File: src/rtl/antares_muldiv_ctrl_pkg.sv
`default_nettype none
// ============================================================================
// Module      : antares_muldiv_ctrl_pkg
// Description : Shared ALU operation codes, controller state encoding and
//               op-class decode helpers for the EX-stage mul/div sequencer.
//               No ports (package).
// Revision    : 1.0 - initial release
// ============================================================================
package antares_muldiv_ctrl_pkg;

  // ALU operation codes (shared ALU_OP_* encoding, 5 bits)
  localparam logic [4:0] ALU_OP_NOP   = 5'd0;
  localparam logic [4:0] ALU_OP_MFHI  = 5'd16;
  localparam logic [4:0] ALU_OP_MFLO  = 5'd17;
  localparam logic [4:0] ALU_OP_MTHI  = 5'd18;
  localparam logic [4:0] ALU_OP_MTLO  = 5'd19;
  localparam logic [4:0] ALU_OP_MULS  = 5'd20;
  localparam logic [4:0] ALU_OP_MULU  = 5'd21;
  localparam logic [4:0] ALU_OP_DIV   = 5'd22;
  localparam logic [4:0] ALU_OP_DIVU  = 5'd23;
  localparam logic [4:0] ALU_OP_MADD  = 5'd24;
  localparam logic [4:0] ALU_OP_MADDU = 5'd25;
  localparam logic [4:0] ALU_OP_MSUB  = 5'd26;
  localparam logic [4:0] ALU_OP_MSUBU = 5'd27;

  // Controller state encoding
  typedef enum logic [1:0] {
    MDC_IDLE = 2'd0,
    MDC_MUL  = 2'd1,
    MDC_DIV  = 2'd2
  } mdc_state_e;

  // Op-class decode
  function automatic logic is_mul_class(input logic [4:0] o);
    return (o == ALU_OP_MULS)  || (o == ALU_OP_MULU)  ||
           (o == ALU_OP_MADD)  || (o == ALU_OP_MADDU) ||
           (o == ALU_OP_MSUB)  || (o == ALU_OP_MSUBU);
  endfunction

  function automatic logic is_div_class(input logic [4:0] o);
    return (o == ALU_OP_DIV) || (o == ALU_OP_DIVU);
  endfunction

  function automatic logic mul_is_signed(input logic [4:0] o);
    return (o == ALU_OP_MULS) || (o == ALU_OP_MADD) || (o == ALU_OP_MSUB);
  endfunction

endpackage
`default_nettype wire

File: src/rtl/antares_muldiv_ctrl.sv
`default_nettype none
// ============================================================================
// Module      : antares_muldiv_ctrl
// Description : Sequencing controller for the EX-stage multiplier and
//               divider. Owns the 64-bit HILO register, latches operands into
//               the selected unit, issues start/abort pulses, performs HILO
//               write-back (incl. MADD/MSUB accumulation) and requests stalls.
// Ports       : clk, rst (sync, active-high)
//               op/op_valid/port_a/port_b  - EX instruction and operands
//               ex_stall/ex_flush          - pipeline control from elsewhere
//               request_stall              - hold EX until HILO written
//               hi/lo                      - HILO register for MFHI/MFLO
//               mult_*                     - multiplier handshake/operands
//               div_*, quotient, remainder - divider handshake/operands
// Revision    : 1.0 - initial release
// ============================================================================
module antares_muldiv_ctrl
  import antares_muldiv_ctrl_pkg::*;
#(
  parameter bit ENABLE_HW_MULT = 1'b1,
  parameter bit ENABLE_HW_DIV  = 1'b1
) (
  input  logic        clk,
  input  logic        rst,
  input  logic [4:0]  op,
  input  logic        op_valid,
  input  logic [31:0] port_a,
  input  logic [31:0] port_b,
  input  logic        ex_stall,
  input  logic        ex_flush,
  output logic        request_stall,
  output logic [31:0] hi,
  output logic [31:0] lo,
  output logic        mult_start,
  output logic        mult_signed,
  output logic [31:0] mult_a,
  output logic [31:0] mult_b,
  output logic        mult_abort,
  input  logic        mult_ready,
  input  logic [63:0] mult_result,
  output logic        div_start_s,
  output logic        div_start_u,
  output logic [31:0] div_dividend,
  output logic [31:0] div_divisor,
  output logic        div_abort,
  input  logic        div_done,
  input  logic [31:0] quotient,
  input  logic [31:0] remainder
);

  mdc_state_e  state_q, state_d;
  logic [4:0]  op_q, op_d;
  logic [63:0] hilo_q, hilo_d;
  logic [31:0] mult_a_q, mult_a_d;
  logic [31:0] mult_b_q, mult_b_d;
  logic        mult_signed_q, mult_signed_d;
  logic        mult_start_q, mult_start_d;
  logic        mult_abort_q, mult_abort_d;
  logic        div_start_s_q, div_start_s_d;
  logic        div_start_u_q, div_start_u_d;
  logic [31:0] div_dividend_q, div_dividend_d;
  logic [31:0] div_divisor_q, div_divisor_d;
  logic        div_abort_q, div_abort_d;

  logic        mul_op;
  logic        div_op;
  logic        div_ok;
  logic        issue;
  logic        start_pending;
  logic [63:0] mul_wb;

  // A disabled unit makes its ops decode as plain no-ops.
  assign mul_op = ENABLE_HW_MULT && is_mul_class(op);
  assign div_op = ENABLE_HW_DIV && is_div_class(op);
  // Divide by zero never starts the divider and leaves HILO alone.
  assign div_ok = div_op && (port_b != 32'd0);

  assign issue = (state_q == MDC_IDLE) && op_valid && !ex_stall && !ex_flush;

  // Deliberately independent of ex_stall/ex_flush: the pipeline combines
  // request_stall into its own stall, so feeding that back would loop.
  assign start_pending = (state_q == MDC_IDLE) && op_valid && (mul_op || div_ok);
  assign request_stall = start_pending ||
                         ((state_q == MDC_MUL) && !mult_ready) ||
                         ((state_q == MDC_DIV) && !div_done);

  // Write-back value for the latched multiply-class op (modulo 2^64).
  always_comb begin
    mul_wb = mult_result;
    case (op_q)
      ALU_OP_MADD, ALU_OP_MADDU: mul_wb = hilo_q + mult_result;
      ALU_OP_MSUB, ALU_OP_MSUBU: mul_wb = hilo_q - mult_result;
      default:                   mul_wb = mult_result;
    endcase
  end

  always_comb begin
    state_d        = state_q;
    op_d           = op_q;
    hilo_d         = hilo_q;
    mult_a_d       = mult_a_q;
    mult_b_d       = mult_b_q;
    mult_signed_d  = mult_signed_q;
    div_dividend_d = div_dividend_q;
    div_divisor_d  = div_divisor_q;
    mult_start_d   = 1'b0;
    mult_abort_d   = 1'b0;
    div_start_s_d  = 1'b0;
    div_start_u_d  = 1'b0;
    div_abort_d    = 1'b0;

    case (state_q)
      MDC_IDLE: begin
        // Stray ready/done pulses are simply not looked at here.
        if (issue) begin
          if (mul_op) begin
            mult_start_d  = 1'b1;
            mult_a_d      = port_a;
            mult_b_d      = port_b;
            mult_signed_d = mul_is_signed(op);
            op_d          = op;
            state_d       = MDC_MUL;
          end else if (div_ok) begin
            div_start_s_d  = (op == ALU_OP_DIV);
            div_start_u_d  = (op == ALU_OP_DIVU);
            div_dividend_d = port_a;
            div_divisor_d  = port_b;
            op_d           = op;
            state_d        = MDC_DIV;
          end else if (op == ALU_OP_MTHI) begin
            hilo_d[63:32] = port_a;
          end else if (op == ALU_OP_MTLO) begin
            hilo_d[31:0] = port_a;
          end
        end
      end

      MDC_MUL: begin
        // Flush beats a coincident ready: result dropped, no abort needed
        // since the unit has already finished.
        if (ex_flush) begin
          mult_abort_d = !mult_ready;
          state_d      = MDC_IDLE;
        end else if (mult_ready) begin
          hilo_d  = mul_wb;
          state_d = MDC_IDLE;
        end
      end

      MDC_DIV: begin
        if (ex_flush) begin
          div_abort_d = !div_done;
          state_d     = MDC_IDLE;
        end else if (div_done) begin
          hilo_d  = {remainder, quotient};
          state_d = MDC_IDLE;
        end
      end

      default: state_d = MDC_IDLE;
    endcase
  end

  always_ff @(posedge clk) begin
    if (rst) begin
      state_q        <= MDC_IDLE;
      op_q           <= ALU_OP_NOP;
      hilo_q         <= 64'd0;
      mult_a_q       <= 32'd0;
      mult_b_q       <= 32'd0;
      mult_signed_q  <= 1'b0;
      mult_start_q   <= 1'b0;
      mult_abort_q   <= 1'b0;
      div_start_s_q  <= 1'b0;
      div_start_u_q  <= 1'b0;
      div_dividend_q <= 32'd0;
      div_divisor_q  <= 32'd0;
      div_abort_q    <= 1'b0;
    end else begin
      state_q        <= state_d;
      op_q           <= op_d;
      hilo_q         <= hilo_d;
      mult_a_q       <= mult_a_d;
      mult_b_q       <= mult_b_d;
      mult_signed_q  <= mult_signed_d;
      mult_start_q   <= mult_start_d;
      mult_abort_q   <= mult_abort_d;
      div_start_s_q  <= div_start_s_d;
      div_start_u_q  <= div_start_u_d;
      div_dividend_q <= div_dividend_d;
      div_divisor_q  <= div_divisor_d;
      div_abort_q    <= div_abort_d;
    end
  end

  assign hi           = hilo_q[63:32];
  assign lo           = hilo_q[31:0];
  assign mult_start   = mult_start_q;
  assign mult_signed  = mult_signed_q;
  assign mult_a       = mult_a_q;
  assign mult_b       = mult_b_q;
  assign mult_abort   = mult_abort_q;
  assign div_start_s  = div_start_s_q;
  assign div_start_u  = div_start_u_q;
  assign div_dividend = div_dividend_q;
  assign div_divisor  = div_divisor_q;
  assign div_abort    = div_abort_q;

endmodule
`default_nettype wire

File: config.mk
export PLATFORM = sky130hd
export DESIGN_NAME = antares_muldiv_ctrl
export DESIGN_NICKNAME = d
export VERILOG_FILES = /design/src/rtl/antares_muldiv_ctrl_pkg.sv /design/src/rtl/antares_muldiv_ctrl.sv
export SDC_FILE = /design/constraint.sdc
export NUM_CORES = 1
export LEC_CHECK = 0
export CORE_AREA = 3 3 204 206
export CTS_BUF_LIST = sky130_fd_sc_hd__clkbuf_2
export DETAILED_ROUTE_END_ITERATION = 10
export DIE_AREA = 0 0 207 209
export HOLD_SLACK_MARGIN = 0.12
export MAX_ROUTING_LAYER = met4
export SETUP_SLACK_MARGIN = 0.15
export SYNTH_ARGS = -nofsm -noshare
export SYNTH_HDL_FRONTEND = slang
export SYNTH_SLANG_ARGS = --single-unit
File: constraint.sdc
create_clock -name clk -period 6.75 [get_ports clk]
set_input_delay 0.675 -clock clk [delete_from_list [all_inputs] [get_ports clk]]
set_output_delay 0.675 -clock clk [all_outputs]
set_load 0.005 [all_outputs]
==> Flow_metrics.wiki, run 1 <==
{| class="wikitable"
! Metric !! Value
|-
| Ports || roughly 400
|-
| Areal power density over the cells || roughly 140 nW/um^2
|-
| Post-route antenna net violation count || 0
|-
| Number of vias after detailed routing || 16400
|-
| Worst hold slack || 0.247 ns
|-
| Max-capacitance violation count || 0
|-
| Crit path largest cell delay || 0.71 ns
|-
| Final HPWL from detailed placement || approximately 52000 um
|-
| Worst reg2reg path depth || 16
|-
| Routability cong. || 1.05
|-
| Final-layout fill cell count || ~4100
|-
| Area of the mapped netlist || between 10000 and 15000 um^2
|-
| Horizontal die dimension || 207 um
|-
| Maximum clock frequency || between 150 and 200 MHz
|-
| CP max stage cell || nand2_1
|-
| Cell family with most CP delay || compound AO/OA/AOI/OAI gates
|-
| Buffer and inverter count on the worst path || 1
|-
| Least-Margin Pin Slew || a little under 1 ns
|-
| Proportion of synthesized flip-flops having asynchronous set or reset || 0%
|-
| Critical R2R Capture || hilo_q[43]
|-
| Sinks on Clock Net || 204
|-
| Post-synthesis cell type count || 77
|-
| Number of core rows || 73
|-
| Clock-pin slew on the worst setup and hold paths || 0.11 ns
|-
| DR top layer || met4
|-
| Nature of the critical path startpoint || register
|-
| Wirelength per Cell || 23.3 um
|-
| Port buffer count || roughly 400
|-
| Drt via density || 5.68
|-
| Yosys warning count || 0
|-
| Number of DRC markers in iteration 0 || approximately 1600
|-
| Setup slack, reg-to-reg || 1.14 ns
|-
| Share of post-route cells with drive strength above 1 || 5.99%
|-
| Sequential standard cell area || about 4100 um^2
|-
| Number of iterations in the first detailed-routing pass || 6
|-
| Overall die height || between 200 and 250 um
|-
| CTS max path bufs || 3
|-
| Setup TNS after final layout || 0 ns
|-
| Global-route wire length before repair || 99100 um
|-
| Count of hold-fix buffers inserted at cts || 5
|-
| Antenna violations before repair || 7
|-
| Leakage power of the design || slightly below 7 nW
|-
| Endpoint arrival time on the critical path || about 6.6 ns
|-
| Clock root buffer master || clkbuf_2
|-
| Largest net degree at the start of global routing || 89
|-
| Source-to-sink clock delay at the later pin of the worst-skew pair || 1.08 ns
|-
| Worst Hold Path Cells || 3
|-
| Total Die Area || 43300 um^2
|-
| Register area share after synthesis || 29.2%
|-
| End point of the worst hold path || mult_a[15]
|-
| Post-synth EDFFs || 0
|-
| Worst min-delay path class || in2reg
|-
| Start-to-end type of the worst setup path || reg2reg
|-
| Post_cts resized || 0
|-
| Final period util || 83.1%
|-
| Total clock buffers created by CTS || 57
|-
| Routed wire length || 67300 um
|-
| Fin util || between 40% and 50%
|-
| Post-route DRC violation count || 0
|-
| Total grt overflow || 0
|-
| Largest clock skew in the final design || 0.115 ns
|-
| Area grow syn2layout || 35.6%
|-
| Post-CTS setup-driven buffer insertion count || 0
|-
| Status || complete, no violations
|-
| Maximum resistive drop on vdd || 0.0000929 V
|-
| Core Footprint || 39800 um^2
|-
| Tot Pwr || 2.70 mW
|-
| Worst EP required || 7.75 ns
|-
| Number of setup violations in the final report || 0
|-
| Remaining max-slew budget at the tightest pin || 34.7%
|-
| Layout Nets || 2588
|-
| Start point of the worst hold path || port_a[15]
|-
| Source of the worst register-to-register timing path || op_q[3]
|-
| Multi-input gate area in the final layout || 9300 um^2
|-
| Kind of capture point of the worst setup path || register
|-
| Synthesized netlist cell count || between 1500 and 2000
|-
| Net Count, Synth || 2228
|-
| Routed length on met2 || 30700 um
|-
| TritonCTS clock tree || done
|-
| Number of flip-flops and latches in the synthesized netlist || 204
|-
| Final hold violations || 0
|-
| Via count of the first global-routing pass || 15600
|-
| H-tree level count || 2
|-
| Syn Area/Cell || about 7.1 um^2
|-
| Total global routing track utilization || roughly 30%
|-
| Effective utilization at floorplan || 35.1%
|-
| Final Max Tran Viols || 0
|-
| Total met3 wirelength after detailed routing || 4800 um
|-
| Cells along the critical path || nand2_1 -> nor2_1 -> nand2_1 -> o21ai_0 -> inv_1 -> ha_1 -> nand2b_1 -> a21oi_1 -> o21ai_0 -> a2111oi_2 -> o21ai_1 -> nor3_1 -> or3b_1 -> a211oi_1 -> o221ai_1 -> a21oi_1
|-
| Maximum fanout count along the critical path || 20
|-
| Met1 wire length || about 29000 um
|-
| Shortest period the worst path allows || 5.61 ns
|-
| Unrepaired setup endpoints after global routing || false
|-
| Most common flop cell mapped by yosys || dfxtp_1
|}
==> cell usage after synthesis (16+ instances only) <==
cell      number  area share (%)
ha_1          68             6.1
xnor2_1       54             3.4
a221oi_1      28             1.8
or3_1         19            0.85
a21oi_1      267             9.6
o31ai_1       17            0.91
dfxtp_1      204              29
nand4_1       24             1.1
o21ai_0       88             3.2
o41ai_1       21             1.3
nand3_1       19            0.68
clkbuf_1     125             3.4
xor2_1        63             4.0
nand3b_1      21             1.1
nand2_1      461              12
inv_1         27            0.73
nor4_1        18            0.81
nor3_1        32             1.1
a311oi_1      16             1.0
nor2_1       127             3.4
a31oi_1       27             1.2
a21o_1        30             1.6
==> cells by family after synthesis <==
| family | after synthesis | share of synthesized area (%) |
|---|---|---|
| AOI/OAI and AO/OA | 604 | 26.9 |
| buffers and inverters | 163 | 4.43 |
| adders and majority gates | 69 | 6.23 |
| muxes | 4 | 0.287 |
| xor gates and xnor gates | 117 | 7.34 |
| DFF | 204 | 29.2 |
| and+or+nand+nor | 794 | 25.6 |
==> state kept, by name, summed over array words and instances (netlist names), 2 cells and up <==
signal and cells:
div_dividend 32, div_divisor 32, hilo_q 64, mult_a 32, mult_b 32, op_q 4, state_q 2
==> worst max path at each step <==
stage / from / slack [ns] / depth (start not counted) / to
detailed placement: mult_result[28] / 0.55 / 17 / hilo_q[54]
global placement: mult_result[28] / 0.64 / 17 / hilo_q[54]
CTS: op_q[3] / 1.10 / 16 / hilo_q[43]
finish: op_q[3] / 1.14 / 16 / hilo_q[43]
floorplan: mult_result[31] / 1.51 / 17 / hilo_q[54]
global route: op_q[3] / 0.56 / 15 / hilo_q[35]
==> metal layers <==
layer	GRT usage (%)	vias up
met5	-	-
met4	12.8	0
met3	5.66	131
met2	47.8	771
met1	38.1	7739
li1	-	7724
==> worst reg2reg max path, cell delays in order, from the launching register on <==
cell	delay, ns
dfxtp_1	0.35
nand2_1	0.08
nor2_1	0.54
nand2_1	0.72
o21ai_0	0.54
inv_1	0.08
ha_1	0.28
nand2b_1	0.07
a21oi_1	0.25
o21ai_0	0.24
a2111oi_2	0.72
o21ai_1	0.40
nor3_1	0.29
or3b_1	0.39
a211oi_1	0.30
o221ai_1	0.15
a21oi_1	0.15
==> cells in the final DEF, fill, tap and decap left out, types with 12 or more instances in the layout <==
cell	netlist	final
nor2_1	127	125
dfxtp_1	204	204
nand3_1	19	19
buf_4	0	30
o21a_1	12	12
o211ai_1	12	12
o31ai_1	17	17
a211oi_1	12	12
nand4_1	24	24
a21oi_1	267	267
a221oi_1	28	28
inv_1	27	27
o21ai_0	88	88
nand3b_1	21	21
a311oi_1	16	16
clkbuf_2	2	84
nand2_1	461	461
a21o_1	30	30
ha_1	68	66
clkdlybuf4s50_1	0	401
nor4_1	18	18
or3_1	19	19
nor3_1	32	32
o41ai_1	21	21
xor2_1	63	63
xnor2_1	54	54
a31oi_1	27	27
==> where the power goes <==
part	internal [mW]	switching [mW]	leakage, nW
clock network	0.338	0.587	0.380
registers	1.22	0.0133	1.65
logic	0.237	0.304	4.91
total	1.79	0.905	6.94
==> stage by stage <==
| stage | worst slack, ns | std cells | area (um^2) |
|---|---|---|---|
| CTS | 1.10 | 2878 | 18900 |
| floorplan | 1.51 | 1955 | 14000 |
| global placement | 0.641 | 2776 | 18400 |
| global route | 0.561 | 2882 | 18900 |
| detailed placement | 0.550 | 2776 | 18400 |
| finish | 1.14 | 2883 | 18900 |
==> area by class of cell <==
class                           instances  area share (%)
Inverter                               27           0.535
Multi-Input combinational cell       1588            49.1
Sequential cell                       204            21.6
Antenna cell                            5          0.0660
Clock inverter                         13           0.376
Clock buffer                           84            2.22
Tap cell                              525            3.47
Timing Repair Buffer                  437            22.7
Power figures use the tool's default switching activity.
==> run 2: changes to the inputs <==
==> constraint.sdc (replaced) <==
create_clock -name clk -period 4.7 [get_ports clk]
set_input_delay 0.47 -clock clk [delete_from_list [all_inputs] [get_ports clk]]
set_output_delay 0.47 -clock clk [all_outputs]
set_load 0.005 [all_outputs]
==> run 2 against run 1 <==
Compared with the run above: sequential power increased by 44%; register-to-register slack worse by 0.70 ns; first-iteration DRC count up 0.43%; critical endpoint is now hilo_q[60]; sequential share of layout area decreased by 3.2 points; via count grew 9.1%; clock power rose by 44%.
==> Flow_metrics.wiki, run 2 (same netlist as run 1, synthesis figures left out) <==
{| class="wikitable"
! Metric !! Value
|-
| Effective utilization at floorplan || 35.1% (unchanged)
|-
| Power spent charging and discharging nets || 1.38 mW (+52%)
|-
| TritonCTS clock tree || done
|-
| Total clock buffers created by CTS || 59 (+3.5%)
|-
| Cells along the critical path || clkdlybuf4s50_1 -> or4_4 -> nor4_4 -> or4b_4 -> buf_4 -> nor4b_4 -> buf_4 -> nand3b_1 -> o31ai_1 -> xor2_1 -> ha_1 -> a21o_1 -> o41ai_2 -> buf_4 -> and4b_1 -> o31ai_1 -> buf_4 -> a31oi_1 -> xor2_1 -> o32ai_1
|-
| Drt via density || 5.46 (-3.7%)
|-
| Layout Nets || 2975 (+15%)
|-
| Max-capacitance violation count || 0 (unchanged)
|-
| Least-Margin Pin Slew || 1.15 ns (+0.174 ns)
|-
| Cell area after placement || 20800 um^2 (+13%)
|-
| Worst slack, placed || -0.884 ns (-1.43 ns)
|-
| Share of total power in combinational logic || 24.4% (+4.3 points)
|-
| Cell count after placement || 3087 (+11%)
|-
| Number of core rows || 73 (unchanged)
|-
| CP max stage cell || or4_4
|-
| Wirelength per Cell || 21.8 um (-6.8%)
|-
| Number of setup violations in the final report || 0 (unchanged)
|-
| Final hold violations || 0 (unchanged)
|-
| Largest clock skew in the final design || 0.0778 ns (-0.0370 ns)
|-
| Share of post-route cells with drive strength above 1 || 17.4% (+11 points)
|-
| Endpoint arrival time on the critical path || 5.35 ns (-1.25 ns)
|-
| Most numerous cell on the critical path || buf_4
|-
| Top reg by flops || hilo_q
|-
| Final period util || 94.4%
|-
| Total global routing track utilization || 32.2% (+1.9 points)
|-
| Port buffer count || 402 (unchanged)
|-
| Via count of the first global-routing pass || 17400 (+11%)
|-
| Largest net degree at the start of global routing || 97 (+9.0%)
|-
| Source-to-sink clock delay at the later pin of the worst-skew pair || 1.09 ns (about the same)
|-
| H-tree level count || 2 (unchanged)
|-
| Cell family with most CP delay || simple AND/OR/NAND/NOR gates
|-
| Kind of capture point of the worst setup path || register
|-
| Final HPWL from detailed placement || 55000 um (+6.3%)
|-
| Core Footprint || 39800 um^2 (unchanged)
|-
| Final std cells w/o fill || 3268 (+13%)
|-
| Number of DRC markers in iteration 0 || 1638 (+0.43%)
|-
| Worst EP required || 5.61 ns (-2.14 ns)
|-
| Area grow syn2layout || 58.9%
|-
| Final-layout fill cell count || 3861 (-6.0%)
|-
| Commonest non-fill, non-tap cells in the layout || nand2_1, clkdlybuf4s50_1, buf_4
|-
| Global-route wire length before repair || 106000 um (+6.7%)
|-
| Horizontal die dimension || 207 um (unchanged)
|-
| Final Max Tran Viols || 0 (unchanged)
|-
| Worst min-delay path class || in2reg
|-
| Sinks on Clock Net || 204 (unchanged)
|-
| Number of flip-flops under the largest register name || 64 (unchanged)
|-
| Status || complete, no violations
|-
| Maximum fanout count along the critical path || 3 (-85%)
|-
| Post-route DRC violation count || 0 (unchanged)
|-
| Fin util || 55.7% (+8.2 points)
|-
| Areal power density over the cells || 185 nW/um^2 (+30%)
|-
| Final cell area excluding filler cells || 22200 um^2 (+17%)
|-
| Shortest period the worst path allows || 4.44 ns
|-
| Start-to-end type of the worst setup path || in2reg
|-
| Ports || 403 (unchanged)
|-
| Unrepaired setup endpoints after global routing || true
|-
| Switching power as a share of total power || 33.6% (about the same)
|-
| Leakage power of the design || 8.85 nW (+27%)
|-
| Remaining max-slew budget at the tightest pin || 23.1% (-12 points)
|-
| Total Die Area || 43300 um^2 (unchanged)
|-
| Antenna violations before repair || 5 (-2)
|-
| Routability cong. || 1.00 (-4.6%)
|-
| Total grt overflow || 0 (unchanged)
|-
| Maximum resistive drop on vdd || 0.000138 V (+49%)
|-
| Post-route antenna net violation count || 0 (unchanged)
|-
| Setup slack after layout || 0.262 ns (-0.882 ns)
|-
| Nature of the critical path startpoint || input port
|-
| Crit path largest cell delay || 0.56 ns (-0.15 ns)
|-
| Worst hold slack || 0.204 ns (-0.0432 ns)
|-
| Number of iterations in the first detailed-routing pass || 5 (-1)
|-
| Most frequent standard cell in the layout excluding fill and tap cells || nand2_1
|-
| Tot Pwr || 4.10 mW (+52%)
|-
| Internal Pwr Total || 2.72 mW (+52%)
|-
| Clock network power share || 32.5% (-1.8 points)
|-
| CTS max path bufs || 3 (unchanged)
|-
| Maximum clock frequency || 225 MHz
|-
| Clock-pin slew on the worst setup and hold paths || 0.10 ns (about the same)
|-
| Setup TNS after final layout || 0 ns (unchanged)
|-
| Buffer and inverter count on the worst path || 5 (+4)
|-
| Seq pwr share || 43.1% (-2.5 points)
|-
| Overall die height || 209 um (unchanged)
|-
| Number of vias after detailed routing || 17900 (+9.1%)
|-
| Clock root buffer master || clkbuf_2
|-
| Routed wire length || 71100 um (+5.6%)
|}
## run 2: worst min-delay path, cell delays in order
cell and delay [ns]:
clkdlybuf4s50_1 0.52, mux2i_1 0.18, nor2_1 0.06
## run 2: area by class of cell
class | instances | area [um^2] | area share (%)
diodes | 2 | 5.00 | 0.0226
multi-input cells | 1588 | 9440 | 42.5
well taps | 525 | 657 | 2.96
inverters | 27 | 101 | 0.457
repair buffers | 822 | 7410 | 33.4
clock buffers | 80 | 400 | 1.80
flip-flops and latches | 204 | 4080 | 18.4
clock inverters | 20 | 92.6 | 0.417
## run 2: power groups by stage
| stage | clock [mW] | combinational [mW] | sequential [mW] |
|---|---|---|---|
| floorplan | 0 | 0.340 | 1.80 |
| global placement | 0 | 0.918 | 1.81 |
| detailed placement | 0 | 0.920 | 1.81 |
| CTS | 1.38 | 0.979 | 1.77 |
| global route | 1.46 | 1.06 | 1.77 |
| finish | 1.33 | 0.998 | 1.77 |
## run 2: worst paths after layout
check	cells past startpoint	slack [ns]	startpoint	to
worst max register to register	21	0.44	op_q[3]	hilo_q[63]
worst min register to register	2	0.46	mult_a[24]	mult_a[24]
worst min-delay path	3	0.20	op[1]	op_q[1]
worst max-delay path	20	0.26	mult_result[31]	hilo_q[60]
## run 2: per-layer routing
layer / wire length (um) / GRT usage (%)
met5: 0 / -
met4: 3510 / 14.7
met2: 32000 / 49.9
met3: 5460 / 6.01
met1: 30200 / 40.8
## run 2: timing repair
| action | in CTS | in global routing |
|---|---|---|
| resized for setup | 0 | 24 |
| endpoints found under the hold margin | 157 | 0 |
| hold buffers | 79 | 0 |
| buffers inserted | 0 | 0 |
| endpoints found under the setup margin | 0 | 30 |
==> run 3: changes to the inputs <==
--- a/config.mk
+++ b/config.mk
@@ -5,12 +5,13 @@
 export SDC_FILE = /design/constraint.sdc
 export NUM_CORES = 1
 export LEC_CHECK = 0
-export CORE_AREA = 3 3 204 206
+export CORE_AREA = 3 3 181 183
 export CTS_BUF_LIST = sky130_fd_sc_hd__clkbuf_2
 export DETAILED_ROUTE_END_ITERATION = 10
-export DIE_AREA = 0 0 207 209
+export DIE_AREA = 0 0 184 186
 export HOLD_SLACK_MARGIN = 0.12
 export MAX_ROUTING_LAYER = met4
+export PLACE_DENSITY = 0.78
 export SETUP_SLACK_MARGIN = 0.15
 export SYNTH_ARGS = -nofsm -noshare
 export SYNTH_HDL_FRONTEND = slang
==> run 3 against run 2 <==
Compared with the run above: hold slack gained 0.0036 ns; clock skew shrank 0.025 ns; sequential share of layout area grew 0.26 points; fmax is essentially flat; die area shrank 21%; critical endpoint unchanged; largest power group unchanged; critical path depth is the same.
==> Flow_metrics.wiki, run 3 (same netlist as run 1, synthesis figures left out) <==
{| class="wikitable"
! Metric !! Value
|-
| Status || complete, no violations
|-
| Maximum resistive drop on vdd || 0.000133 V (-3.9%)
|-
| Crit path largest cell delay || 0.58 ns (+0.02 ns)
|-
| Shortest period the worst path allows || 4.44 ns (+0.00389 ns)
|-
| Final hold violations || 0 (unchanged)
|-
| Ports || 403 (unchanged)
|-
| Core Footprint || 31400 um^2 (-21%)
|-
| Post-CTS setup-driven buffer insertion count || 0 (unchanged)
|-
| Start-to-end type of the worst setup path || in2reg
|-
| Total grt overflow || 0 (unchanged)
|-
| Number of iterations in the first detailed-routing pass || 6 (+1)
|-
| Worst min-delay path class || in2reg
|-
| Share of post-route cells with drive strength above 1 || 17.5% (+0.070 points)
|-
| Source-to-sink clock delay at the later pin of the worst-skew pair || 1.02 ns (-0.07 ns)
|-
| Effective utilization at floorplan || 44.5% (+9.4 points)
|-
| Final HPWL from detailed placement || 53500 um (-2.7%)
|-
| Commonest non-fill, non-tap cells in the layout || nand2_1, clkdlybuf4s50_1, buf_4
|-
| Post-route antenna net violation count || 0 (unchanged)
|-
| Number of core rows || 65 (-11%)
|-
| Number of vias after detailed routing || 18400 (+3.2%)
|-
| Total global routing track utilization || 39.9% (+7.7 points)
|-
| End point of the worst hold path || op_q[1]
|-
| Number of flip-flops under the largest register name || 64 (unchanged)
|-
| Port buffer count || 402 (unchanged)
|-
| Buffer and inverter count on the worst path || 4 (-1)
|-
| Final period util || 94.5% (about the same)
|-
| Final-layout fill cell count || 2585 (-33%)
|-
| Global-route wire length before repair || 103000 um (-3.0%)
|-
| Areal power density over the cells || 185 nW/um^2 (about the same)
|-
| Kind of capture point of the worst setup path || register
|-
| Cells along the critical path || clkdlybuf4s50_1 -> or4_4 -> nor4_4 -> or4b_4 -> buf_4 -> nor4b_4 -> buf_4 -> nand3b_1 -> o31ai_1 -> xor2_1 -> ha_1 -> a21o_1 -> o21bai_1 -> o41ai_2 -> buf_4 -> and4b_1 -> o31ai_1 -> a31oi_1 -> xor2_1 -> o32ai_1
|-
| Wirelength per Cell || 22.2 um (+2.1%)
|-
| Worst reg2reg path depth || 20 (-4.8%)
|-
| Area grow syn2layout || 56.7%
|-
| Total Die Area || 34200 um^2 (-21%)
|-
| Critical R2R Capture || hilo_q[63]
|-
| Endpoint arrival time on the critical path || 5.36 ns (about the same)
|-
| Setup TNS after final layout || 0 ns (unchanged)
|-
| Largest clock skew in the final design || 0.0527 ns (-0.0251 ns)
|-
| Source of the worst register-to-register timing path || op_q[3]
|-
| Post-route DRC violation count || 0 (unchanged)
|-
| Routed wire length || 69700 um (-2.0%)
|-
| Layout Nets || 2961 (-0.47%)
|-
| Most frequent standard cell in the layout excluding fill and tap cells || nand2_1
|-
| Top reg by flops || hilo_q
|-
| Cell family with most CP delay || simple AND/OR/NAND/NOR gates
|-
| Horizontal die dimension || 184 um (-11%)
|-
| Number of setup violations in the final report || 0 (unchanged)
|-
| Final Max Tran Viols || 0 (unchanged)
|-
| CP max stage cell || or4_4
|-
| H-tree level count || 2 (unchanged)
|-
| Remaining max-slew budget at the tightest pin || 32.9% (+9.8 points)
|-
| Largest net degree at the start of global routing || 130 (+34%)
|-
| Drt via density || 5.87 (+7.5%)
|-
| Cell area after placement || 20700 um^2 (-0.66%)
|-
| Total clock buffers created by CTS || 55 (-6.8%)
|-
| Final cell area excluding filler cells || 21900 um^2 (-1.4%)
|-
| Maximum clock frequency || 225 MHz (about the same)
|-
| Nature of the critical path startpoint || input port
|-
| TritonCTS clock tree || done
|-
| Sinks on Clock Net || 204 (unchanged)
|-
| Maximum fanout count along the critical path || 3 (unchanged)
|-
| Start point of the worst hold path || op[1]
|-
| Via count of the first global-routing pass || 17700 (+1.7%)
|-
| Setup slack, reg-to-reg || 0.36 ns (-0.08 ns)
|-
| Routability cong. || 1.09 (+8.7%)
|-
| Most numerous cell on the critical path || buf_4
|-
| Least-Margin Pin Slew || 1.01 ns (-0.147 ns)
|-
| Number of DRC markers in iteration 0 || 1933 (+18%)
|-
| Unrepaired setup endpoints after global routing || true
|-
| Max-capacitance violation count || 0 (unchanged)
|-
| Clock root buffer master || clkbuf_2
|-
| Worst EP required || 5.62 ns (about the same)
|-
| Worst Hold Path Cells || 3 (unchanged)
|-
| Overall die height || 186 um (-11%)
|-
| Leakage power of the design || 8.78 nW (-0.78%)
|-
| Clock-pin slew on the worst setup and hold paths || 0.11 ns (about the same)
|-
| CTS max path bufs || 3 (unchanged)
|-
| Antenna violations before repair || 2 (-3)
|}
-- run 3: cell count changes in the layout (fill, tap and decap cells not counted), moves of 3 or more --
cell | previous run | this run
clkinv_1 | 16 | 22
diode_2 | 2 | 5
dlygate4sd3_1 | 79 | 62
o21ai_1 | 14 | 18
o31ai_2 | 5 | 2
o31ai_1 | 12 | 15
buf_4 | 338 | 347
clkbuf_2 | 80 | 72
o21ai_0 | 83 | 79
-- run 3: worst max path at each step --
stage	from	to	slack, ns	cells past startpoint
2_1_floorplan	mult_result[31]	hilo_q[54]	-0.13	17
3_3_place_gp	mult_result[1]	hilo_q[59]	-0.75	23
3_5_place_dp	mult_result[31]	hilo_q[59]	-0.82	21
4_1_cts	op_q[3]	hilo_q[43]	0.19	18
5_1_grt	op_q[3]	hilo_q[59]	0.09	19
6_report	mult_result[31]	hilo_q[60]	0.26	20
-- run 3: per-stage QoR --
stage / setup slack (ns) / hold slack, ns / utilization [%] / std cells / total power, mW
after floorplan: -0.128 / 0.441 / - / 1955 / 2.14
after global placement: -0.746 / 0.441 / 65.8 / 2971 / 2.71
after detailed placement: -0.821 / 0.446 / 65.8 / 2971 / 2.72
after CTS: 0.192 / 0.127 / 69.3 / 3132 / 4.01
after global routing: 0.0928 / 0.161 / 69.7 / 3133 / 4.19
final: 0.258 / 0.208 / 69.7 / 3137 / 4.04
-- run 3: tightest hold or removal path, delay by kind of cell --
kind	cells	cell delay [ns]
muxes	1	0.17
buffers and inverters	1	0.49
and+or+nand+nor	1	0.05
-- run 3: metal layers --
layer  wire [um]  global-route usage (%)
met2       30900                    60.9
met4        4340                    21.9
met1       27100                    49.0
met5           0                       -
met3        7360                    9.09
-- run 3: layout make-up --
| class | instances | area [um^2] | area share [%] |
|---|---|---|---|
| timing repair buffer | 812 | 7270 | 33.2 |
| clock inverter | 27 | 114 | 0.520 |
| clock buffer | 72 | 360 | 1.65 |
| sequential | 204 | 4080 | 18.7 |
| tap | 402 | 503 | 2.30 |
| multi-input combinational | 1588 | 9440 | 43.1 |
| antenna | 5 | 12.5 | 0.0572 |
| inverter | 27 | 101 | 0.463 |
-- run 3: timing repair --
action	CTS	global route
resized for setup	1	29
setup endpoints to repair	3	28
endpoints found under the hold margin	141	0
pin swaps	0	3
hold buffers	62	0
-- run 3: power breakdown --
part	internal [mW]	total, mW	switching, mW
combinational	0.493	0.988	0.495
clock	0.433	1.28	0.849
sequential	1.75	1.77	0.0207
total	2.67	4.04	1.36
